<file path="src/rtl/rx_frame_pkg.sv">
// Shared constants for the oversampling UART receiver: state encoding and sample positions.
// The counter is 3 bits wide, so only 8x oversampling fits.
package rx_frame_pkg;

    localparam int OVERSAMPLE = 8;

    localparam logic [2:0] ST_IDLE   = 3'd0;
    localparam logic [2:0] ST_START  = 3'd1;
    localparam logic [2:0] ST_DATA   = 3'd2;
    localparam logic [2:0] ST_PARITY = 3'd3;
    localparam logic [2:0] ST_STOP   = 3'd4;

    localparam logic [2:0] SAMPLE_FIRST = 3'd3;
    localparam logic [2:0] SAMPLE_MID   = 3'd4;
    localparam logic [2:0] SAMPLE_LAST  = 3'd5;
    localparam logic [2:0] BIT_END      = 3'd7;

    function automatic logic majority3(input logic a, input logic b, input logic c);
        return (a & b) | (a & c) | (b & c);
    endfunction

endpackage

</file>
<file path="src/rtl/rx_majority_vote.sv">
// Majority-of-three bit decision: holds the samples at counts 3 and 4 and votes with the live
// sample, so the result is usable combinationally on the count-5 acquisition pulse.
module rx_majority_vote
    import rx_frame_pkg::*;
(
    input  logic       clk,
    input  logic       rst,
    input  logic       sampleEn,
    input  logic [2:0] sampleCnt,
    input  logic       rxBit,
    output logic       bitVal
);

    logic sampleA;
    logic sampleB;

    always_ff @(posedge clk or posedge rst) begin
        if (rst) begin
            sampleA <= 1'b1;
            sampleB <= 1'b1;
        end else if (sampleEn) begin
            if (sampleCnt == SAMPLE_FIRST) sampleA <= rxBit;
            if (sampleCnt == SAMPLE_MID)   sampleB <= rxBit;
        end
    end

    assign bitVal = majority3(sampleA, sampleB, rxBit);

endmodule

</file>
<file path="src/rtl/rx_frame_decoder.sv">
// 8x oversampled async serial receiver; byte + flags appear 1 clk after the stop decision.
// Holding register with valid/ready: a byte completing while unaccepted is dropped with OverrunErr_o.
// Optional parity bit enabled by defining RX_PARITY_EN (adds ParityOdd_i).
module rx_frame_decoder #(
    parameter int OVERSAMPLE = rx_frame_pkg::OVERSAMPLE,
    parameter int DATA_BITS  = 8
) (
    input  logic                 clk,
    input  logic                 rst,
    input  logic                 AcqSig_i,
    input  logic                 RxEn_i,
    input  logic                 Rx_i,
    output logic [DATA_BITS-1:0] Data_o,
    output logic                 DataValid_o,
    input  logic                 DataReady_i,
    output logic                 FrameErr_o,
    output logic                 ParityErr_o,
    output logic                 OverrunErr_o,
    output logic                 Busy_o
`ifdef RX_PARITY_EN
    ,
    input  logic                 ParityOdd_i
`endif
);
    import rx_frame_pkg::*;

    // Only 8x is supported; the 3-bit counter wraps naturally at the bit end.
    localparam logic [2:0] LAST_CNT = (OVERSAMPLE == 8) ? BIT_END : 3'(OVERSAMPLE - 1);
    localparam logic [2:0] LAST_BIT = 3'(DATA_BITS - 1);

    logic                 rxMeta;
    logic                 rxSync;
    logic [2:0]           state;
    logic [2:0]           sampleCnt;
    logic [2:0]           bitIdx;
    logic [DATA_BITS-1:0] shiftReg;
    logic                 bitVal;
    logic                 frameDone;
`ifdef RX_PARITY_EN
    logic                 parityBad;
`endif

    always_ff @(posedge clk or posedge rst) begin
        if (rst) begin
            rxMeta <= 1'b1;
            rxSync <= 1'b1;
        end else begin
            rxMeta <= Rx_i;
            rxSync <= rxMeta;
        end
    end

    rx_majority_vote uVote (
        .clk       (clk),
        .rst       (rst),
        .sampleEn  (AcqSig_i),
        .sampleCnt (sampleCnt),
        .rxBit     (rxSync),
        .bitVal    (bitVal)
    );

    always_ff @(posedge clk or posedge rst) begin
        if (rst) begin
            state     <= ST_IDLE;
            sampleCnt <= '0;
            bitIdx    <= '0;
            shiftReg  <= '0;
`ifdef RX_PARITY_EN
            parityBad <= 1'b0;
`endif
        end else if (!RxEn_i) begin
            state     <= ST_IDLE;
            sampleCnt <= '0;
            bitIdx    <= '0;
        end else if (AcqSig_i) begin
            case (state)
                ST_IDLE: begin
                    if (!rxSync) begin
                        state     <= ST_START;
                        sampleCnt <= '0;
                    end
                end
                ST_START: begin
                    if (sampleCnt == SAMPLE_LAST && bitVal) begin
                        state     <= ST_IDLE;
                        sampleCnt <= '0;
                    end else if (sampleCnt == LAST_CNT) begin
                        state     <= ST_DATA;
                        sampleCnt <= '0;
                        bitIdx    <= '0;
                    end else begin
                        sampleCnt <= sampleCnt + 3'd1;
                    end
                end
                ST_DATA: begin
                    if (sampleCnt == SAMPLE_LAST)
                        shiftReg <= {bitVal, shiftReg[DATA_BITS-1:1]};
                    if (sampleCnt == LAST_CNT && bitIdx == LAST_BIT) begin
`ifdef RX_PARITY_EN
                        state     <= ST_PARITY;
`else
                        state     <= ST_STOP;
`endif
                        sampleCnt <= '0;
                        bitIdx    <= '0;
                    end else begin
                        if (sampleCnt == LAST_CNT) bitIdx <= bitIdx + 3'd1;
                        sampleCnt <= sampleCnt + 3'd1;
                    end
                end
`ifdef RX_PARITY_EN
                ST_PARITY: begin
                    // Even parity expects the bit to equal the XOR of the data; odd inverts it.
                    if (sampleCnt == SAMPLE_LAST)
                        parityBad <= bitVal ^ (^shiftReg) ^ ParityOdd_i;
                    if (sampleCnt == LAST_CNT) begin
                        state     <= ST_STOP;
                        sampleCnt <= '0;
                    end else begin
                        sampleCnt <= sampleCnt + 3'd1;
                    end
                end
`endif
                ST_STOP: begin
                    if (sampleCnt == SAMPLE_LAST) begin
                        state     <= ST_IDLE;
                        sampleCnt <= '0;
                    end else begin
                        sampleCnt <= sampleCnt + 3'd1;
                    end
                end
                default: begin
                    state     <= ST_IDLE;
                    sampleCnt <= '0;
                end
            endcase
        end
    end

    assign frameDone = RxEn_i && AcqSig_i && (state == ST_STOP) && (sampleCnt == SAMPLE_LAST);
    assign Busy_o    = (state != ST_IDLE);

    always_ff @(posedge clk or posedge rst) begin
        if (rst) begin
            Data_o       <= '0;
            DataValid_o  <= 1'b0;
            FrameErr_o   <= 1'b0;
            OverrunErr_o <= 1'b0;
`ifdef RX_PARITY_EN
            ParityErr_o  <= 1'b0;
`endif
        end else begin
            OverrunErr_o <= 1'b0;
            if (frameDone) begin
                // A pending byte is only replaced if it is being accepted this same clk.
                if (!DataValid_o || DataReady_i) begin
                    Data_o      <= shiftReg;
                    FrameErr_o  <= ~bitVal;
                    DataValid_o <= 1'b1;
`ifdef RX_PARITY_EN
                    ParityErr_o <= parityBad;
`endif
                end else begin
                    OverrunErr_o <= 1'b1;
                end
            end else if (DataValid_o && DataReady_i) begin
                DataValid_o <= 1'b0;
            end
        end
    end

`ifndef RX_PARITY_EN
    assign ParityErr_o = 1'b0;
`endif

endmodule
</file>
<file path="config.mk">
export PLATFORM = sky130hd
export DESIGN_NAME = rx_frame_decoder
export DESIGN_NICKNAME = d
export VERILOG_FILES = /design/src/rtl/rx_frame_pkg.sv /design/src/rtl/rx_majority_vote.sv /design/src/rtl/rx_frame_decoder.sv
export SDC_FILE = /design/constraint.sdc
export NUM_CORES = 1
export LEC_CHECK = 0
export CAP_MARGIN = 5
export CORE_ASPECT_RATIO = 1.25
export CORE_MARGIN = 4
export CORE_UTILIZATION = 49
export CTS_CLUSTER_DIAMETER = 100
export DETAILED_ROUTE_END_ITERATION = 16
export PLACE_DENSITY = 0.77
export RECOVER_POWER = 25
export SYNTH_ARGS = -nofsm -noshare
export SYNTH_HDL_FRONTEND = slang
export SYNTH_HIERARCHICAL = 1
export SYNTH_SLANG_ARGS = --single-unit
</file>
<file path="constraint.sdc">
create_clock -name clk -period 2 [get_ports clk]
set_clock_uncertainty 0.2 [all_clocks]
set_input_delay 0.4 -clock clk [delete_from_list [all_inputs] [get_ports clk]]
set_output_delay 0.4 -clock clk [all_outputs]
set_load 0.01 [all_outputs]
</file>
**Word level (Yosys, flattened, before mapping)**

Index checks and enable logic that the tools add are counted.

- Register bits: 32

- Add/subtract/negate cells: 2
- Equality and inequality tests: 18
- Muxes and demuxes: 28
- Bitwise operators: 6
- Reductions and logical operators: 19

Operators by type and width:

| operator | count |
|---|---|
| $mux 3 | 20 |
| $pmux 3 s4 | 2 |
| $eq 3x3->1 const B | 5 |
| $ne 3x3->1 const B | 5 |
| $reduce_and 2->1 | 5 |
| $reduce_and 5->1 | 2 |
| $ne 4x4->1 const B | 2 |
| $add 3x1->3 const B | 2 |
| $eq 3x2->1 const B | 2 |
| $logic_and 1x1->1 | 6 |
| $pmux 3 s2 | 1 |
| $mux 1 | 5 |
| $reduce_and 4->1 | 1 |
| $and 1x1->1 | 3 |
| $eq 3x1->1 const B | 1 |
| $logic_not 3->1 | 1 |
| $ne 3x1->1 const B | 1 |
| $reduce_bool 3->1 | 1 |
| $ne 2x1->1 const B | 1 |
| $ne 2x2->1 const B | 1 |
| $or 1x1->1 | 2 |
| $reduce_bool 2->1 | 1 |
| $logic_not 1->1 | 1 |
| $logic_or 1x1->1 | 1 |
| $not 1->1 | 1 |

**Depth between registers and ports, before layout**

- Word-level depth: 8
- Depth in mapped cells: 7
- Mapped depth without buffers: 6

**Modules after synthesis**

The synthesis kept the hierarchy.

By module, submodules not included:

| module | times used | cells each | area an instance (µm²) |
|---|---|---|---|
| rx_frame_decoder | 1 | 125 | 1531.5 |
| rx_majority_vote | 1 | 8 | 113.9 |

**Least setup slack after synthesis**

OpenSTA, ideal clock, no wires.

- Path kind: register to register
- From: reg sampleCnt[1]
- To: reg Data_o[0]
- Data arrival time: 1.570 ns
- Required time: 1.675 ns
- Slack: 0.105 ns
- Stages on the path, launching flop included: 7
- Clock period less this slack: 1.895 ns
- Cell sequence: dfrtp_1 -> inv_1 -> ha_1 -> nand4_2 -> nor3b_2 -> buf_4 -> mux2_2

- Word-level cells in the longest chain between the ends: 3

Ends and longest elaborated chain:

| what | line | RTL |
|---|---|---|
| start, declared | rx_frame_decoder.sv:34 | `logic [2:0] sampleCnt;` |
| start signal, assigned | rx_frame_decoder.sv:92 | `sampleCnt <= sampleCnt + 3'd1;` |
| start signal, assigned | rx_frame_decoder.sv:108 | `sampleCnt <= sampleCnt + 3'd1;` |
| start signal, assigned | rx_frame_decoder.sv:129 | `sampleCnt <= sampleCnt + 3'd1;` |
| $eq 3x3->1 | rx_frame_decoder.sv:140 | `assign frameDone = RxEn_i && AcqSig_i && (state == ST_STOP) && (sampleCnt == SAMPLE_LAST);` |
| $logic_and 1x1->1 | rx_frame_decoder.sv:140 |  |
| $reduce_and 2->1 (no source line) | -- |  |
| end signal, assigned | rx_frame_decoder.sv:157 | `Data_o <= shiftReg;` |
| end, declared | rx_frame_decoder.sv:13 | `output logic [DATA_BITS-1:0] Data_o,` |

Every way passes these cells.
A chain may end at the register's enable or synchronous reset.

**Worst setup path in the final report**

- From: reg sampleCnt[2]
- To: reg sampleCnt[2]

- Word-level cells in the longest chain between the ends: 6
- Elaborated cells between the ends (all ways): 12

Ends and longest elaborated chain:

| what | line | RTL |
|---|---|---|
| $add 3x1->3, or another cell as far along | rx_frame_decoder.sv:92, rx_frame_decoder.sv:108, rx_frame_decoder.sv:129 |  |
| $mux 3, or another cell as far along | rx_frame_decoder.sv:87 | `end else if (sampleCnt == LAST_CNT) begin` |
| $mux 3, on equally long branches | rx_frame_decoder.sv:84, rx_frame_decoder.sv:98 |  |
| $pmux 3 s4 * | rx_frame_decoder.sv:76 | `case (state)` |
| $mux 3 * | rx_frame_decoder.sv:75 | `end else if (AcqSig_i) begin` |
| $mux 3 * | rx_frame_decoder.sv:71 | `end else if (!RxEn_i) begin` |

Mark *: on every way between the ends. The rest lies on a longest branch, timed or not. The select of a mux whose other input is x is not followed.

==> summary.txt <==
Synthesis
  – Mapped Cells: 133
  – Post-synth top flop: dfrtp_1
  – Post-Synth Adder-Cell Area: 0.0517
  – Syn_area_per_cell: 12.4 sq um
  – Mapped Nets: 145
  – Largest family of logic cells by synthesized area: simple AND/OR/NAND/NOR gates
  – Post-synth EDFFs: 0
  – Simple-Gate Fraction of Synth Area: 0.188
  – Syn Std Cell Area: 0.00165 sq mm
  – Ys async rst share: 1.00
  – FF+latch count, synth: 32
  – Post-synthesis mux area share: 0.144
  – Synthesis Warnings: 6
  – Register area share after synthesis: 0.490
  – Post-synth cell types: 41
  – Synth Area in Compound Gates: 0.0684
  – XOR/XNOR share of the synthesized area: 0.0106

Routing
  – Residual DRC: 0
  – Vias after detailed routing: 1200
  – Initial drt markers: 68
  – WL per Instance: 18.4 microns
  – Final ANT Viol Nets: 0
  – Total wire length: 3800 microns
  – Via density: 5.83
  – Drt pass-1 iters: 4

Power
  – NetSw: 334 uW
  – Pwr Density: 709 mW/mm^2
  – Sequential power share: 0.449
  – Power share of the clock group: 0.457
  – Int Pwr: 1.16 mW
  – Switch share: 0.224
  – Total power: 1.49 mW
  – Comb pwr share: 0.094
  – Static leakage: 1.00 nW
  – VDD IR max: 0.673 mV

Outcome
  – Status: completed

GRT
  – GRT Total Usage: 0.201
  – Vias in the first global route: 1299
  – Grt ovf: 0
  – Pin count of the biggest net entering global routing: 31
  – First-pass GRT wire length: 6260 microns
  – Antenna violations before repair: 0

CTS
  – CTS Buffer Depth: 2
  – Worst-Skew Late Latency: 0.29 ns
  – Clock sink count: 32
  – CTS tree: built
  – Clock transition at path regs: 0.06 ns
  – Htree depth: 2
  – CTS root buffer: clkbuf_8
  – Post-CTS Hold Buffers: 0
  – Num CTS Buffers: 5

STA
  – Achievable frequency: 513 MHz
  – Final setup fails: 0
  – RSZ-0062 raised after global routing: yes
  – Slew HR: 0.517
  – Min Tclk post-route: 1.95 ns
  – Final period util: 0.975
  – TNS Setup: 0 ns
  – Slew at the pin with the worst max-slew slack: 0.725 ns
  – Slew Limit Fails: 0
  – Final Hold Viols: 0

Layout
  – Non-filler cells in the finished layout: 206
  – Most frequent cells in the layout: dfrtp_1, mux2_2, buf_4
  – N_diodes: 0
  – Finished Cell Area: 0.00210 sq mm
  – Final core utilization: 0.651
  – Nets@finish: 180
  – Commonest non-fill, non-tap cell in the layout: dfrtp_1
  – Area growth, synth to finish: 27.6%
  – Fillcell total: 235
  – Layout cells sized above 1: 0.391

Placed design
  – Post-DP HPWL: 2490 microns
  – PortBufs: 17
  – Post-DP Area: 0.00193 sq mm
  – Placed insts: 197
  – Routability Congestion: 0.926

Floorplanning
  – DIE AREA: 0.00435 sq mm
  – Die width: 59.8 microns
  – Core area: 0.00322 sq mm
  – Initial Util: 0.510
  – Die height: 72.8 microns
  – Row count: 23
  – Top-level port count: 19

Setup path
  – Critical path class: register to register
  – Worst Setup Start Kind: register
  – Crit path capture type: register
  – Crit path DAT: 1.92 ns
  – Worst-path fanout max: 8
  – WP data required: 1.97 ns
  – FF-to-FF Start: sampleCnt[2]
  – R2r worst-path depth: 5
  – R2R Setup Slk: 0.05 ns
  – R2R Path End: sampleCnt[2]
  – CP startpoint: sampleCnt[2]
  – CP endpoint: sampleCnt[2]

Run
  – Max_cap viols: 0

Min path
  – Min-delay worst type: register to register
## logic make-up (layout without fill, tap and decap cells)
group | Yosys count | after routing
other | 1 | 1
buffers and inverters | 13 | 49
xor gates and xnor gates | 2 | 2
adders and majority gates | 7 | 7
DFF | 32 | 32
AOI/OAI and AO/OA | 15 | 15
and+or+nand+nor | 42 | 42
muxes | 21 | 21
## layout make-up
cell class | count | area [sq um] | area share
flip-flops and latches | 32 | 810 | 0.386
multi-input cells | 88 | 793 | 0.378
repair buffers | 34 | 298 | 0.142
clock buffers | 7 | 96.3 | 0.0459
well taps | 37 | 46.3 | 0.0221
clock inverters | 1 | 30.0 | 0.0143
inverters | 7 | 26.3 | 0.0125
## registers in the layout (all words and copies together) (netlist names)
name,flops
rxMeta,1
DataValid_o,1
FrameErr_o,1
uVote/sampleA,1
bitIdx,3
shiftReg,8
state,3
sampleCnt,3
uVote/sampleB,1
rxSync,1
Data_o,8
OverrunErr_o,1
## how the worst min path moves through the flow
stage          slack (ns)             to    from  cells past startpoint
2_1_floorplan        0.11  uVote/sampleA     rst                      1
3_3_place_gp         0.15         rxSync  rxMeta                      0
3_5_place_dp         0.15         rxSync  rxMeta                      0
4_1_cts              0.17         rxSync  rxMeta                      0
5_1_grt              0.17         rxSync  rxMeta                      0
6_report             0.17         rxSync  rxMeta                      0
## per-stage QoR
stage | worst slack (ns) | hold slack, ns
floorplan | 0.105 | 0.112
detailed placement | -0.251 | 0.152
global placement | -0.206 | 0.149
global route | -0.0310 | 0.169
finish | 0.0505 | 0.166
CTS | 0.0101 | 0.169
## timing repair
| item | 4_1_cts | 5_1_grt |
|---|---|---|
| setup endpoints to repair | 5 | 16 |
| gates resized for setup | 6 | 6 |
| hold endpoints to repair | 0 | 0 |
| cloned | 0 | 0 |
| buffers inserted | 1 | 0 |
| pin swaps | 0 | 4 |
## cells in the mapped netlist, types with 3 or more instances
master	instances	share of area
dfstp_2	4	0.064
nor2_1	5	0.011
mux2_2	17	0.12
nor3b_2	3	0.023
mux2i_1	3	0.018
nand4_1	4	0.015
nand3_1	3	0.0091
nand2_1	11	0.025
ha_1	6	0.046
buf_4	5	0.023
a21oi_1	4	0.012
inv_1	7	0.016
dfrtp_1	28	0.43
## routing by layer
layer	GRT usage	vias to the layer above	wire length [microns]
li1	-	546	-
met1	0.211	602	1400
met2	0.357	37	2130
met3	0.0478	15	121
met4	0.113	0	151
met5	0	-	0
## critical path, cell delays in order, from the launching register on
cell and delay [ns]:
dfrtp_1 0.55, ha_1 0.25, nand2_1 0.12, a22oi_2 0.32
a21boi_0 0.16, a32o_1 0.24
## power groups by stage
| stage | clock (mW) | sequential, mW | combinational [mW] |
|---|---|---|---|
| final | 0.681 | 0.668 | 0.140 |
| after global routing | 0.724 | 0.668 | 0.152 |
| after CTS | 0.691 | 0.668 | 0.136 |
| after detailed placement | 0 | 0.678 | 0.130 |
| after global placement | 0 | 0.677 | 0.126 |
| after floorplan | 0 | 0.670 | 0.0868 |
No activity file was read; power rests on OpenSTA's default activity.
